`src/rtl/lzc_arbiter.sv`:
```
// Round-robin arbiter that shares one leading-zero counter between NREQ framed requesters.
// Define LZC_ARB_TIMEOUT_EN to add a WAIT watchdog and the sticky timeout_err output.
module lzc_arbiter #(
  parameter int NREQ    = 4,
  parameter int IDW     = 2,
  parameter int WIDTH   = 32,
  parameter int WORD    = 8,
  parameter int TIMEOUT = 64
) (
  input  logic                  clk,
  input  logic                  rst_n,
  input  logic [NREQ-1:0]       req_valid,
  input  logic [NREQ-1:0]       req_mode,
  input  logic [NREQ*WIDTH-1:0] req_data,
  output logic [NREQ-1:0]       req_ready,
  output logic                  lzc_mode,
  output logic                  lzc_ivalid,
  output logic [WIDTH-1:0]      lzc_data,
  input  logic                  lzc_ovalid,
  input  logic [8:0]            lzc_zeros,
  output logic                  res_valid,
  output logic [IDW-1:0]        res_id,
  output logic [8:0]            res_zeros,
  output logic                  busy
`ifdef LZC_ARB_TIMEOUT_EN
  ,
  output logic                  timeout_err
`endif
);

  localparam int BW = (WORD > 1) ? $clog2(WORD) : 1;
  localparam logic [BW-1:0] LAST_BEAT = BW'(WORD - 1);

  typedef enum logic [1:0] {IDLE, SEND, WAIT} state_t;

  state_t           state, state_next;
  logic [IDW-1:0]   ptr, gid, grant_id;
  logic             grant_found;
  logic [BW-1:0]    beat_cnt;
  logic [WIDTH-1:0] req_word [NREQ];
  logic             xfer, last_beat, timed_out, frame_done;

  function automatic logic [IDW-1:0] wrap_add(input logic [IDW-1:0] base, input int offs);
    int s;
    s = int'(base) + offs;
    if (s >= NREQ) s = s - NREQ;
    return IDW'(s);
  endfunction

  for (genvar n = 0; n < NREQ; n++) begin : g_unpack
    assign req_word[n] = req_data[n*WIDTH +: WIDTH];
  end

  // First valid requester at or after the pointer, wrapping around
  always_comb begin
    grant_found = 1'b0;
    grant_id    = '0;
    for (int i = 0; i < NREQ; i++) begin
      if (!grant_found && req_valid[wrap_add(ptr, i)]) begin
        grant_found = 1'b1;
        grant_id    = wrap_add(ptr, i);
      end
    end
  end

  assign xfer      = (state == SEND) && req_valid[gid];
  assign last_beat = (beat_cnt == LAST_BEAT);
  assign busy      = (state != IDLE);

  always_comb begin
    req_ready = '0;
    if (state == SEND) req_ready[gid] = 1'b1;
  end

`ifdef LZC_ARB_TIMEOUT_EN
  localparam int TW = $clog2(TIMEOUT + 1);
  logic [TW-1:0] wait_cnt;

  assign timed_out = (state == WAIT) && !lzc_ovalid && (wait_cnt == TW'(TIMEOUT - 1));

  always_ff @(posedge clk or negedge rst_n) begin
    if (!rst_n) begin
      wait_cnt    <= '0;
      timeout_err <= 1'b0;
    end else begin
      wait_cnt <= (state == WAIT && !frame_done) ? wait_cnt + 1'b1 : '0;
      if (timed_out) timeout_err <= 1'b1;
    end
  end
`else
  // Never fires for any legal TIMEOUT; WAIT blocks until the LZC answers
  assign timed_out = (TIMEOUT < 0);
`endif

  assign frame_done = (state == WAIT) && (lzc_ovalid || timed_out);

  always_ff @(posedge clk or negedge rst_n) begin
    if (!rst_n) state <= IDLE;
    else        state <= state_next;
  end

  always_comb begin
    state_next = state;
    case (state)
      IDLE:    if (grant_found) state_next = SEND;
      SEND:    if (xfer && last_beat) state_next = WAIT;
      WAIT:    if (frame_done) state_next = IDLE;
      default: state_next = IDLE;
    endcase
  end

  // Grant bookkeeping, LZC drive and the registered result strobe
  always_ff @(posedge clk or negedge rst_n) begin
    if (!rst_n) begin
      ptr        <= '0;
      gid        <= '0;
      beat_cnt   <= '0;
      lzc_mode   <= 1'b0;
      lzc_ivalid <= 1'b0;
      lzc_data   <= '0;
      res_valid  <= 1'b0;
      res_id     <= '0;
      res_zeros  <= '0;
    end else begin
      res_valid  <= 1'b0;
      lzc_ivalid <= xfer;
      if (state == IDLE && grant_found) begin
        gid      <= grant_id;
        ptr      <= wrap_add(grant_id, 1);
        beat_cnt <= '0;
      end
      if (xfer) begin
        lzc_data <= req_word[gid];
        if (beat_cnt == '0) lzc_mode <= req_mode[gid];
        beat_cnt <= last_beat ? '0 : beat_cnt + 1'b1;
      end
      if (frame_done) begin
        res_valid <= 1'b1;
        res_id    <= gid;
        res_zeros <= timed_out ? 9'h1FF : lzc_zeros;
      end
    end
  end

endmodule

```
`config.mk`:
```
export PLATFORM = sky130hd
export DESIGN_NAME = lzc_arbiter
export DESIGN_NICKNAME = d
export VERILOG_FILES = /design/src/rtl/lzc_arbiter.sv
export SDC_FILE = /design/constraint.sdc
export NUM_CORES = 1
export LEC_CHECK = 0
export CORE_MARGIN = 2
export CORE_UTILIZATION = 35
export CTS_BUF_LIST = sky130_fd_sc_hd__clkbuf_8
export DETAILED_ROUTE_END_ITERATION = 8
export PLACE_DENSITY = 0.8
export SLEW_MARGIN = 20
export SYNTH_ARGS = -nofsm -noshare
export SYNTH_HDL_FRONTEND = slang
export SYNTH_SLANG_ARGS = --single-unit
```
`constraint.sdc`:
```
create_clock -name clk -period 1.8 [get_ports clk]
set_clock_uncertainty 0.15 [all_clocks]
set_input_delay 0.18 -clock clk [delete_from_list [all_inputs] [get_ports clk]]
set_output_delay 0.18 -clock clk [all_outputs]
set_load 0.02 [all_outputs]
```
==> summary.md <==
| Metric | Value |
|---|---|
| Final worst-path setup slack | -0.108 ns |
| Worst Hold Launch | lzc_zeros[5] |
| Max_cap viols | 0 |
| Largest family of logic cells by synthesized area | multiplexers |
| I/O pins | 199 |
| Synth Area in Compound Gates | 2.93% |
| FFs w/ async S/R, synth | 100% |
| Worst r2r dst | lzc_data[0]$_DFFE_PN0P_ |
| First-pass GRT wire length | 14.9 mm |
| Initial DRC Count | 64 |
| Synth Area in Simple Gates | 9.53% |
| Routed Antenna Nets | 0 |
| Post-synth EDFFs | 0 |
| Overall routing resource usage | 18.8% |
| Final setup viols | 33 |
| NetSw | 0.00284 W |
| Peak supply drop | 644 uV |
| Reg2Reg Setup Slack | -0.11 ns |
| Row cnt | 35 |
| Syn Inst Count | 224 |
| CTS sink count | 55 |
| Worst-path clk slew | 0.11 ns |
| Top-count cell post-synth | dfrtp_1 |
| Cell taking the most area after synthesis | dfrtp_1 |
| Die area | 10,100 um^2 |
| N_diodes | 0 |
| CTS tree | yes |
| Fill cells | 753 |
| Largest net degree at the start of global routing | 56 |
| Ys flop type | dfrtp_1 |
| H-tree Lvls | 2 |
| Synth Cell Area | 3240 um^2 |
| Min cycle time layout | 1.91 ns |
| Gr ovfl total | 0 |
| Most instantiated cells after synthesis | dfrtp_1, nand2_1, mux2_4 |
| CP max FO | 15 |
| CP endpoint kind | flop |
| Seq/Total Area, Yosys | 42.4% |
| Number of synthesized register bits | 55 |
| Status | finished, violations left |
| Die Ht | 100 um |
| R2r startpoint | gid[0]$_DFFE_PN0P_ |
| Total chip power | 0.00806 W |
| Post-route clock period utilization | 106% |
| Peak Freq | 524 MHz |
| Mapped Nets | 375 |
| WHS Endpoint | res_zeros[5]$_DFFE_PN0P_ |
| P per Cell Area | 1420 nW/um^2 |
| Die width | 100 um |
| CP startpoint kind | flop |
| Failing checks | negative setup slack |
| Flop pwr share | 26.4% |
| TNS Setup | -2.88 ns |
| Vias in the first global route | 2,971 |
| Relative slew slack | 76.6% |
| Area delta synth->final | 74.6% |
| Internal power | 0.00522 W |
| Clock Power Share | 9.0% |
| Nets | 588 |
| Max clock buf depth | 2 |
| Comb power frac | 64.6% |
| Synth Area per Inst | 14.5 um^2 |
| Slew Viols, Final | 0 |
| Req. time, crit path | 1.85 ns |
| DRC Markers | 0 |
| Arrival time at the worst endpoint | 1.95 ns |
| Final hold violations | 0 |
| Core area | 9110 um^2 |
| Initial core utilization | 35.6% |
| Distinct cells, synth | 36 |
| Drt total wl | 9.57 mm |
| Leakage | 2.41 nW |
| Hold Crit Class | primary input to flop |
| Worst Setup Path Type | flop to flop |
| Top cells by area, synth | dfrtp_1, mux4_2, mux2_4, mux4_1, nand2_1 |
| DR vias/cell | 5.00 |
| Root Buffer | clkbuf_8 |
| Post-synthesis mux area share | 40.1% |
| Port Buffer Count | 198 |
| Synth Area in Adders | 1.16% |
| DRT Pass-1 Iters | 4 |
| Layout cells sized above 1 | 21.7% |
| Post-DP HPWL | 7.65 mm |
| Min-Delay Path Depth | 3 |
| Sw Share | 35.3% |
| WL/cell | 17.4 um |
| Worst-margin pin slew | 0.349 ns |
| Initial antenna violation count | 0 |
| Clk_lat worst skew | 0.30 ns |
| RSZ-0062 raised after global routing | yes |
| Yosys warning count | 0 |
| Via count | 2,746 |
| Area share of the largest cell type after synthesis | 42.4% |
| Gpl congestion | 0.797 |
| CTS buffer count | 5 |
| Post-Synth XOR/XNOR Area | 0.270% |
| R2r worst-path depth | 5 |
[power by group through the flow]
| stage | registers, W | clock network, W | logic (W) |
|---|---|---|---|
| 6_report | 0.00212 | 0.000724 | 0.00521 |
| 5_1_grt | 0.00219 | 0.000816 | 0.00550 |
| 4_1_cts | 0.00212 | 0.000758 | 0.00519 |
| 3_5_place_dp | 0.00214 | 0 | 0.00508 |
| 3_3_place_gp | 0.00212 | 0 | 0.00497 |
| 2_1_floorplan | 0.00256 | 0 | 0.00264 |
[how the worst max path moves through the flow]
| stage | to | cells past startpoint | slack, ns | start |
|---|---|---|---|---|
| after CTS | lzc_data[4]$_DFFE_PN0P_ | 5 | -0.11 | gid[0]$_DFFE_PN0P_ |
| after detailed placement | lzc_data[0]$_DFFE_PN0P_ | 6 | -0.32 | req_valid[0] |
| after global placement | lzc_data[0]$_DFFE_PN0P_ | 6 | -0.26 | req_valid[0] |
| after global routing | lzc_data[0]$_DFFE_PN0P_ | 5 | -0.14 | gid[0]$_DFFE_PN0P_ |
| final | lzc_data[0]$_DFFE_PN0P_ | 5 | -0.11 | gid[0]$_DFFE_PN0P_ |
| after floorplan | req_ready[0] | 3 | -0.08 | gid[1]$_DFFE_PN0P_ |
[kinds of logic after synthesis]
family / count (synthesis)
adders and majority gates: 3
and+or+nand+nor: 61
xor gates and xnor gates: 1
buffers and inverters: 22
DFF: 55
AOI/OAI and AO/OA: 14
muxes: 68
[state kept, by name, indices dropped and copies added (netlist names)]
name / count
lzc_data: 32
res_zeros: 9
beat_cnt: 3
gid: 2
ptr: 2
res_id: 2
state: 2
lzc_ivalid: 1
lzc_mode: 1
res_valid: 1
[placed cells by master, fill, tap and decap left out, drive strengths merged, types with 2 or more instances in the layout]
cell and instances:
o21ai 3, nand2 44, ha 3, a22o 3
mux4 34, a21oi 3, nor4bb 2, mux2 33
nand3b 3, inv 7, clkbuf 7, nor2 4
buf 25, dfrtp 55, clkdlybuf4s50 192
[layout make-up]
type | count | area [um^2] | area share (%)
repair buffers | 221 | 2240 | 39.6
multi-input cells | 147 | 1780 | 31.4
flip-flops and latches | 55 | 1380 | 24.3
well taps | 111 | 139 | 2.45
clock buffers | 6 | 82.6 | 1.46
inverters | 7 | 26.3 | 0.464
clock inverters | 2 | 16.3 | 0.287
[through the flow]
step,worst slack [ns],cells,instance area [um^2],util (%),hold slack [ns]
after floorplan,-0.0830,224,3270,-,-0.266
after global placement,-0.257,538,5510,60.5,0.0485
after detailed placement,-0.316,538,5510,60.5,0.0572
after CTS,-0.111,548,5640,61.9,0.228
after global routing,-0.144,549,5660,62.2,0.232
final,-0.108,549,5660,62.2,0.238
[critical path: stages (launching register included)]
cell and delay, ns:
dfrtp_2 0.43, mux4_2 0.57, nand2_4 0.12, nor2_8 0.06, buf_12 0.16, mux2_4 0.30
[layer usage]
metal  wire [um]  global-route usage (%)  vias to the layer above  share of wire (%)
li1            -                       -                     1269                  -
met1        3750                    22.6                     1336                 39
met3         774                    5.15                       18                8.1
met5           0                       0                        -                  0
met4         174                    4.21                        0                1.8
met2        4880                    33.7                      123                 51
[repair_timing]
item	CTS	global route
endpoints found under the setup margin	38	40
cloned	1	0
endpoints found under the hold margin	55	0
gates resized for setup	12	12
pin swaps	1	0
hold buffers	1	0
setup buffers	0	1
No activity file was read; power rests on OpenSTA's default activity.
